File: src/rtl/mips_pkg.sv
// Shared MIPS core constants: load-type encodings and register-file indices.
// Imported by the write-back load stage, its alignment helper and its interface.
package mips_pkg;

    localparam logic [2:0] LT_LW  = 3'd0;
    localparam logic [2:0] LT_LB  = 3'd1;
    localparam logic [2:0] LT_LBU = 3'd2;
    localparam logic [2:0] LT_LH  = 3'd3;
    localparam logic [2:0] LT_LHU = 3'd4;

    localparam int REG_ADDR_W_DEF = 5;
    localparam int REG_ZERO       = 0;

endpackage

File: src/rtl/wb_load_stage_if.sv
// MEM -> WB bundle: control/data from the MEM stage and the registered WB outputs.
// master drives stall/flush and MEM-side fields; slave (the stage) drives wb_* and counters.
interface wb_load_stage_if
    import mips_pkg::*;
#(
    parameter int DATA_W     = 32,
    parameter int REG_ADDR_W = REG_ADDR_W_DEF,
    parameter int CNT_W      = 16
);
    logic                  stall;
    logic                  flush;
    logic                  in_valid;
    logic                  mem_to_reg;
    logic [2:0]            load_type;
    logic [1:0]            addr_lo;
    logic [DATA_W-1:0]     read_data;
    logic [DATA_W-1:0]     alu_result;
    logic                  reg_write_in;
    logic [REG_ADDR_W-1:0] rd_in;
    logic                  wb_valid;
    logic [DATA_W-1:0]     wb_data;
    logic [REG_ADDR_W-1:0] wb_rd;
    logic                  wb_reg_write;
    logic                  misalign_err;
    logic [CNT_W-1:0]      load_count;

    modport master (
        output stall, flush, in_valid, mem_to_reg, load_type, addr_lo,
        output read_data, alu_result, reg_write_in, rd_in,
        input  wb_valid, wb_data, wb_rd, wb_reg_write, misalign_err, load_count
    );

    modport slave (
        input  stall, flush, in_valid, mem_to_reg, load_type, addr_lo,
        input  read_data, alu_result, reg_write_in, rd_in,
        output wb_valid, wb_data, wb_rd, wb_reg_write, misalign_err, load_count
    );

endinterface

File: src/rtl/load_align.sv
// Combinational load extractor: picks byte/halfword lane, sign/zero-extends, flags misalignment.
// Ports: read_data, addr_lo, load_type in; data (extracted word), misalign out.
module load_align
    import mips_pkg::*;
#(
    parameter int DATA_W     = 32,
    parameter bit BIG_ENDIAN = 1'b1
) (
    input  logic [DATA_W-1:0] read_data,
    input  logic [1:0]        addr_lo,
    input  logic [2:0]        load_type,
    output logic [DATA_W-1:0] data,
    output logic              misalign
);

    logic [1:0]  byte_lane;
    logic        half_lane;
    logic [7:0]  byte_val;
    logic [15:0] half_val;

    // Big-endian puts byte 0 in the top lane, so the lane index is 3 - addr_lo.
    assign byte_lane = BIG_ENDIAN ? ~addr_lo : addr_lo;
    assign half_lane = BIG_ENDIAN ? ~addr_lo[1] : addr_lo[1];
    assign byte_val  = read_data[{byte_lane, 3'b000} +: 8];
    assign half_val  = read_data[{half_lane, 4'b0000} +: 16];

    always_comb begin
        data     = read_data;
        misalign = 1'b0;
        case (load_type)
            LT_LW: begin
                misalign = (addr_lo != 2'b00);
            end
            LT_LB: begin
                data = {{(DATA_W-8){byte_val[7]}}, byte_val};
            end
            LT_LBU: begin
                data = {{(DATA_W-8){1'b0}}, byte_val};
            end
            LT_LH: begin
                data     = {{(DATA_W-16){half_val[15]}}, half_val};
                misalign = addr_lo[0];
            end
            LT_LHU: begin
                data     = {{(DATA_W-16){1'b0}}, half_val};
                misalign = addr_lo[0];
            end
            // Reserved encodings pass the word through but always fault.
            default: begin
                misalign = 1'b1;
            end
        endcase
    end

endmodule

File: src/rtl/wb_load_stage.sv
// MEM/WB pipeline register: selects memory/ALU data, qualifies the write, counts loads.
// Ports: clk, rst (sync, active-high), bus (slave side of wb_load_stage_if).
module wb_load_stage
    import mips_pkg::*;
#(
    parameter int DATA_W     = 32,
    parameter int REG_ADDR_W = REG_ADDR_W_DEF,
    parameter bit BIG_ENDIAN = 1'b1,
    parameter int CNT_W      = 16
) (
    input  logic             clk,
    input  logic             rst,
    wb_load_stage_if.slave   bus
);

    logic [DATA_W-1:0]     ext_data;
    logic                  ext_mis;
    logic                  is_load;
    logic                  mis;
    logic                  writes;

    logic                  valid_q;
    logic [DATA_W-1:0]     data_q;
    logic [REG_ADDR_W-1:0] rd_q;
    logic                  wr_q;
    logic                  err_q;
    logic [CNT_W-1:0]      cnt_q;

    load_align #(
        .DATA_W     (DATA_W),
        .BIG_ENDIAN (BIG_ENDIAN)
    ) u_align (
        .read_data (bus.read_data),
        .addr_lo   (bus.addr_lo),
        .load_type (bus.load_type),
        .data      (ext_data),
        .misalign  (ext_mis)
    );

    // Alignment only matters for real loads; ALU results never fault.
    assign is_load = bus.in_valid & bus.mem_to_reg;
    assign mis     = is_load & ext_mis;
    assign writes  = bus.in_valid & bus.reg_write_in
                   & (bus.rd_in != REG_ADDR_W'(REG_ZERO)) & ~mis;

    always_ff @(posedge clk) begin
        if (rst) begin
            valid_q <= 1'b0;
            data_q  <= '0;
            rd_q    <= '0;
            wr_q    <= 1'b0;
            err_q   <= 1'b0;
            cnt_q   <= '0;
        end else if (bus.flush) begin
            valid_q <= 1'b0;
            data_q  <= '0;
            rd_q    <= '0;
            wr_q    <= 1'b0;
            err_q   <= 1'b0;
        end else if (!bus.stall) begin
            valid_q <= bus.in_valid;
            data_q  <= bus.mem_to_reg ? ext_data : bus.alu_result;
            rd_q    <= bus.rd_in;
            wr_q    <= writes;
            err_q   <= mis;
            // Saturating: stops at all-ones instead of wrapping.
            if (is_load && !mis && !(&cnt_q)) begin
                cnt_q <= cnt_q + 1'b1;
            end
        end
    end

    assign bus.wb_valid     = valid_q;
    assign bus.wb_data      = data_q;
    assign bus.wb_rd        = rd_q;
    assign bus.wb_reg_write = wr_q;
    assign bus.misalign_err = err_q;
    assign bus.load_count   = cnt_q;

endmodule
File: src/flat_wrapper.sv
// flat-port wrapper written by rule: the top's interface ports become plain ports
module wb_load_stage_flat import mips_pkg::*;
#(
    parameter int DATA_W     = 32,
    parameter int REG_ADDR_W = REG_ADDR_W_DEF,
    parameter bit BIG_ENDIAN = 1'b1,
    parameter int CNT_W      = 16
)
  (clk, rst, bus_stall, bus_flush, bus_in_valid, bus_mem_to_reg, bus_load_type, bus_addr_lo, bus_read_data, bus_alu_result, bus_reg_write_in, bus_rd_in, bus_wb_valid, bus_wb_data, bus_wb_rd, bus_wb_reg_write, bus_misalign_err, bus_load_count);
  wb_load_stage_if #(.DATA_W(DATA_W), .REG_ADDR_W(REG_ADDR_W), .CNT_W(CNT_W)) bus_i ();
  input  logic clk;
  input  logic rst;
  input wire logic [$bits(bus_i.stall)-1:0] bus_stall;
  input wire logic [$bits(bus_i.flush)-1:0] bus_flush;
  input wire logic [$bits(bus_i.in_valid)-1:0] bus_in_valid;
  input wire logic [$bits(bus_i.mem_to_reg)-1:0] bus_mem_to_reg;
  input wire logic [$bits(bus_i.load_type)-1:0] bus_load_type;
  input wire logic [$bits(bus_i.addr_lo)-1:0] bus_addr_lo;
  input wire logic [$bits(bus_i.read_data)-1:0] bus_read_data;
  input wire logic [$bits(bus_i.alu_result)-1:0] bus_alu_result;
  input wire logic [$bits(bus_i.reg_write_in)-1:0] bus_reg_write_in;
  input wire logic [$bits(bus_i.rd_in)-1:0] bus_rd_in;
  output wire logic [$bits(bus_i.wb_valid)-1:0] bus_wb_valid;
  output wire logic [$bits(bus_i.wb_data)-1:0] bus_wb_data;
  output wire logic [$bits(bus_i.wb_rd)-1:0] bus_wb_rd;
  output wire logic [$bits(bus_i.wb_reg_write)-1:0] bus_wb_reg_write;
  output wire logic [$bits(bus_i.misalign_err)-1:0] bus_misalign_err;
  output wire logic [$bits(bus_i.load_count)-1:0] bus_load_count;
  assign bus_i.stall = bus_stall;
  assign bus_i.flush = bus_flush;
  assign bus_i.in_valid = bus_in_valid;
  assign bus_i.mem_to_reg = bus_mem_to_reg;
  assign bus_i.load_type = bus_load_type;
  assign bus_i.addr_lo = bus_addr_lo;
  assign bus_i.read_data = bus_read_data;
  assign bus_i.alu_result = bus_alu_result;
  assign bus_i.reg_write_in = bus_reg_write_in;
  assign bus_i.rd_in = bus_rd_in;
  assign bus_wb_valid = bus_i.wb_valid;
  assign bus_wb_data = bus_i.wb_data;
  assign bus_wb_rd = bus_i.wb_rd;
  assign bus_wb_reg_write = bus_i.wb_reg_write;
  assign bus_misalign_err = bus_i.misalign_err;
  assign bus_load_count = bus_i.load_count;
  wb_load_stage #(.DATA_W(DATA_W), .REG_ADDR_W(REG_ADDR_W), .BIG_ENDIAN(BIG_ENDIAN), .CNT_W(CNT_W)) u_core (.clk(clk), .rst(rst), .bus(bus_i));
endmodule
File: config.mk
export PLATFORM = sky130hd
export DESIGN_NAME = wb_load_stage_flat
export DESIGN_NICKNAME = d
export VERILOG_FILES = /design/src/rtl/mips_pkg.sv /design/src/rtl/wb_load_stage_if.sv /design/src/rtl/load_align.sv /design/src/rtl/wb_load_stage.sv /design/src/flat_wrapper.sv
export SDC_FILE = /design/constraint.sdc
export NUM_CORES = 1
export LEC_CHECK = 0
export CAP_MARGIN = 10
export CORE_ASPECT_RATIO = 1.4
export CORE_UTILIZATION = 30
export DETAILED_ROUTE_END_ITERATION = 12
export PLACE_DENSITY = 0.62
export SETUP_SLACK_MARGIN = 0.1
export SLEW_MARGIN = 20
export SYNTH_ARGS = -nofsm -noshare
export SYNTH_HDL_FRONTEND = slang
export SYNTH_SLANG_ARGS = --single-unit
File: constraint.sdc
create_clock -name clk -period 3.2 [get_ports clk]
set_input_delay 0.48 -clock clk [delete_from_list [all_inputs] [get_ports clk]]
set_output_delay 0.48 -clock clk [all_outputs]
set_load 0.02 [all_outputs]
==> flow_metrics.env <==
export IMPL_status="finished, final reports clean"
export IMPL_gr_usage_all_layers=0.199
export IMPL_cpPeakStageDelay_ns=0.55
export IMPL_r2r_worst_path_cells=6
export IMPL_drtIter0Drc=222
export IMPL_yosys_area_top_type="dfxtp_1"
export IMPL_netlist_top_cells_count="nand2_1 (60), dfxtp_1 (56), a21oi_1 (37)"
export IMPL_cts_sinks=56
export IMPL_synth_cells=396
export IMPL_synth_top_cell_area_share=0.348
export IMPL_p_leak_nw=1.80
export IMPL_worstReg2RegStart="u_core.bus.load_count[0]"
export IMPL_fin_crit_sh=0.737
export IMPL_ys_flop_type="dfxtp_1"
export IMPL_critical_path_endpoint_type="flop"
export IMPL_core_rowCount=44
export IMPL_grt_pass1_wl_mm=17.1
export IMPL_yosysSeqAreaShare=0.348
export IMPL_min_path_type="reg2reg"
export IMPL_crit_chain="clkdlybuf4s50_1, or2_4, a21oi_4, nand3_4, nor4_1, mux2_1"
export IMPL_clk_pin_slew_ns=0.07
export IMPL_dr_pass1_iters=5
export IMPL_avgSynthCellArea_um2=8.13
export IMPL_vias=3585
export IMPL_cts_tree="yes"
export IMPL_numCtsBuffers=5
export IMPL_grt_pass1_vias=3400
export IMPL_finalSetupViolations=0
export IMPL_postCtsSetupBuffers=0
export IMPL_slew_headroom=0.540
export IMPL_synth_area_mux_share=0.0812
export IMPL_post_drt_via_cell_ratio=5.43
export IMPL_max_cap_viol_count=0
export IMPL_seq_power_share=0.398
export IMPL_grt_max_degree=45
export IMPL_initial_core_util=0.309
export IMPL_cts_htree_levels=2
export IMPL_finalCriticalPeriod_ns=2.36
export IMPL_area_delta_synth_final_pct=52.0
export IMPL_synth_xor_xnor_area_share=0.0105
export IMPL_synth_seq_cells=56
export IMPL_die_area_um2=11200
export IMPL_cp_startpoint="bus_load_type[0]"
export IMPL_arrival_ns=2.54
export IMPL_portBuffers=136
export IMPL_grt_overflow=0
export IMPL_coreArea_um2=10400
export IMPL_critPathBufInv=1
export IMPL_crit_fanout=22
export IMPL_yosys_cell_types_count=57
export IMPL_fmax_mhz=424
export IMPL_chipWidth_um=89.6
export IMPL_p_int_w=0.00137
export IMPL_slowest_stage="clkdlybuf4s50_1"
export IMPL_cp_depth=6
export IMPL_ctsRootBufferMaster="clkbuf_16"
export IMPL_clock_path_buffers=2
export IMPL_required_ns=3.38
export IMPL_drc=0
export IMPL_async_reset_ff_frac=0
export IMPL_ios=137
export IMPL_synth_edf_count=0
export IMPL_power_frac_comb=0.210
export IMPL_synth_compound_gate_area_share=0.272
export IMPL_hold_buffers=0
export IMPL_p_sw_w=0.000459
export IMPL_wl_mm=11.1
export IMPL_die_h_um=125
export IMPL_ys_top_cells_by_area="dfxtp_1 (35%), nand2_1 (7.0%), a21oi_1 (5.8%)"
export IMPL_fin_nets=603
export IMPL_detail_route_antenna_nets=0
export IMPL_cts_resized=0
export IMPL_yosysWarningCount=0
export IMPL_wire_per_inst_um=16.9
export IMPL_reg2reg_slack_ns=1.17
export IMPL_syn_area_um2=3220
export IMPL_finish_utilization=0.470
export IMPL_setup_tns_ns=0
export IMPL_clock_skew_ns=0.000638
export IMPL_swShare=0.251
export IMPL_report_final_slew_viol_count=0
export IMPL_finalHoldViolCount=0
export IMPL_critPathTopFamily="simple AND/OR/NAND/NOR gates"
export IMPL_clockPowerShare=0.392
export IMPL_synth_simple_area_share=0.231
export IMPL_synthAdderAreaFrac=0.00389
export IMPL_synth_most_common_cell="nand2_1"
export IMPL_powerDensity_nw_per_um2=373
export IMPL_antennaDiodeCount=0
export IMPL_layout_drive_gt1_share=0.0843
export IMPL_timing_rr_end="u_core.bus.load_count[14]"
export IMPL_worstSetupPathType="in2reg"
export IMPL_place_congestion=0.883
export IMPL_crit_path_start_kind="primary input"
export IMPL_synth_nets=478
export IMPL_tightest_slew_ns=0.690
export IMPL_antenna_found_initial=0
export IMPL_clk_latency_ns=0.29
export IMPL_hpwlAfterDp_mm=8.40
export IMPL_peakVddDrop_mv=0.214
export IMPL_rsz0062_at_grt="no"
export IMPL_critPathCapture="u_core.bus.load_count[7]"
export IMPL_synth_top_family_by_area="compound AO/OA/AOI/OAI gates"
==> stage by stage <==
| step | cells | hold WS, ns | setup slack (ns) | instance area (um^2) | power (W) |
|---|---|---|---|---|---|
| CTS | 660 | 0.465 | 0.856 | 4890 | 0.00185 |
| detailed placement | 652 | 0.453 | 0.535 | 4700 | 0.00113 |
| finish | 660 | 0.460 | 0.841 | 4890 | 0.00183 |
| floorplan | 396 | 0.530 | 1.15 | 3220 | 0.000929 |
| global route | 660 | 0.481 | 0.698 | 4890 | 0.00190 |
| global placement | 652 | 0.451 | 0.571 | 4700 | 0.00112 |
==> registers in the layout (all words and copies together), names as in the netlist <==
signal                   count
u_core.bus.wb_data          32
u_core.bus.load_count       16
u_core.bus.wb_rd             5
u_core.bus.misalign_err      1
u_core.bus.wb_reg_write      1
u_core.bus.wb_valid          1
==> cells in the final DEF (no fill, tap or decap), types with 8 or more instances in the layout <==
cell             netlist  final
a22oi_1               10     10
nor2b_1                8      8
a222oi_1              16     16
nor2_1                36     36
a21oi_1               37     37
nand2_1               60     60
o21ai_0               11     11
buf_4                  0     14
nand3_1                9      9
o21ai_1                8      8
dfxtp_1               56     56
clkdlybuf4s50_1        0    135
mux2_2                13     13
==> power groups by stage <==
stage	sequential, W	combinational, W	clock, W
after floorplan	0.000766	0.000162	0
after global placement	0.000743	0.000378	0
after detailed placement	0.000743	0.000383	0
after CTS	0.000727	0.000385	0.000738
after global routing	0.000729	0.000412	0.000760
final	0.000727	0.000384	0.000715
==> layer usage <==
metal,share of wire,GRT usage
met3,0.051,0.0298
met2,0.52,0.352
met4,0.038,0.0990
met1,0.39,0.222
met5,0,0
==> tightest hold or removal path, stage by stage (launching register included) <==
cell and delay, ns:
dfxtp_1 0.31, nand2_1 0.06, a21oi_1 0.05
==> area by class of cell <==
type,instances,area [um^2]
clock buffers,5,125
clock inverters,3,68.8
fillers,1019,5510
inverters,4,15.0
multi-input cells,304,1930
flip-flops and latches,56,1120
well taps,138,173
repair buffers,150,1460
==> worst min path at each step <==
stage,from,to,slack [ns],cells past startpoint
final,u_core.bus.wb_data[13],u_core.bus.wb_data[13],0.46,2
after global routing,u_core.bus.wb_data[4],u_core.bus.wb_data[4],0.48,2
after detailed placement,u_core.bus.wb_data[13],u_core.bus.wb_data[13],0.45,2
after floorplan,u_core.bus.wb_data[12],u_core.bus.wb_data[12],0.53,2
after global placement,u_core.bus.wb_reg_write,u_core.bus.wb_reg_write,0.45,2
after CTS,u_core.bus.wb_data[13],u_core.bus.wb_data[13],0.46,2
==> kinds of logic (layout without fill, tap and decap cells) <==
family,Yosys count,after routing
xor gates and xnor gates,3,3
AOI/OAI and AO/OA,123,123
buffers and inverters,36,162
muxes,23,23
DFF,56,56
adders and majority gates,1,1
and+or+nand+nor,154,154
Note: power is estimated with default switching activity, not from simulation.
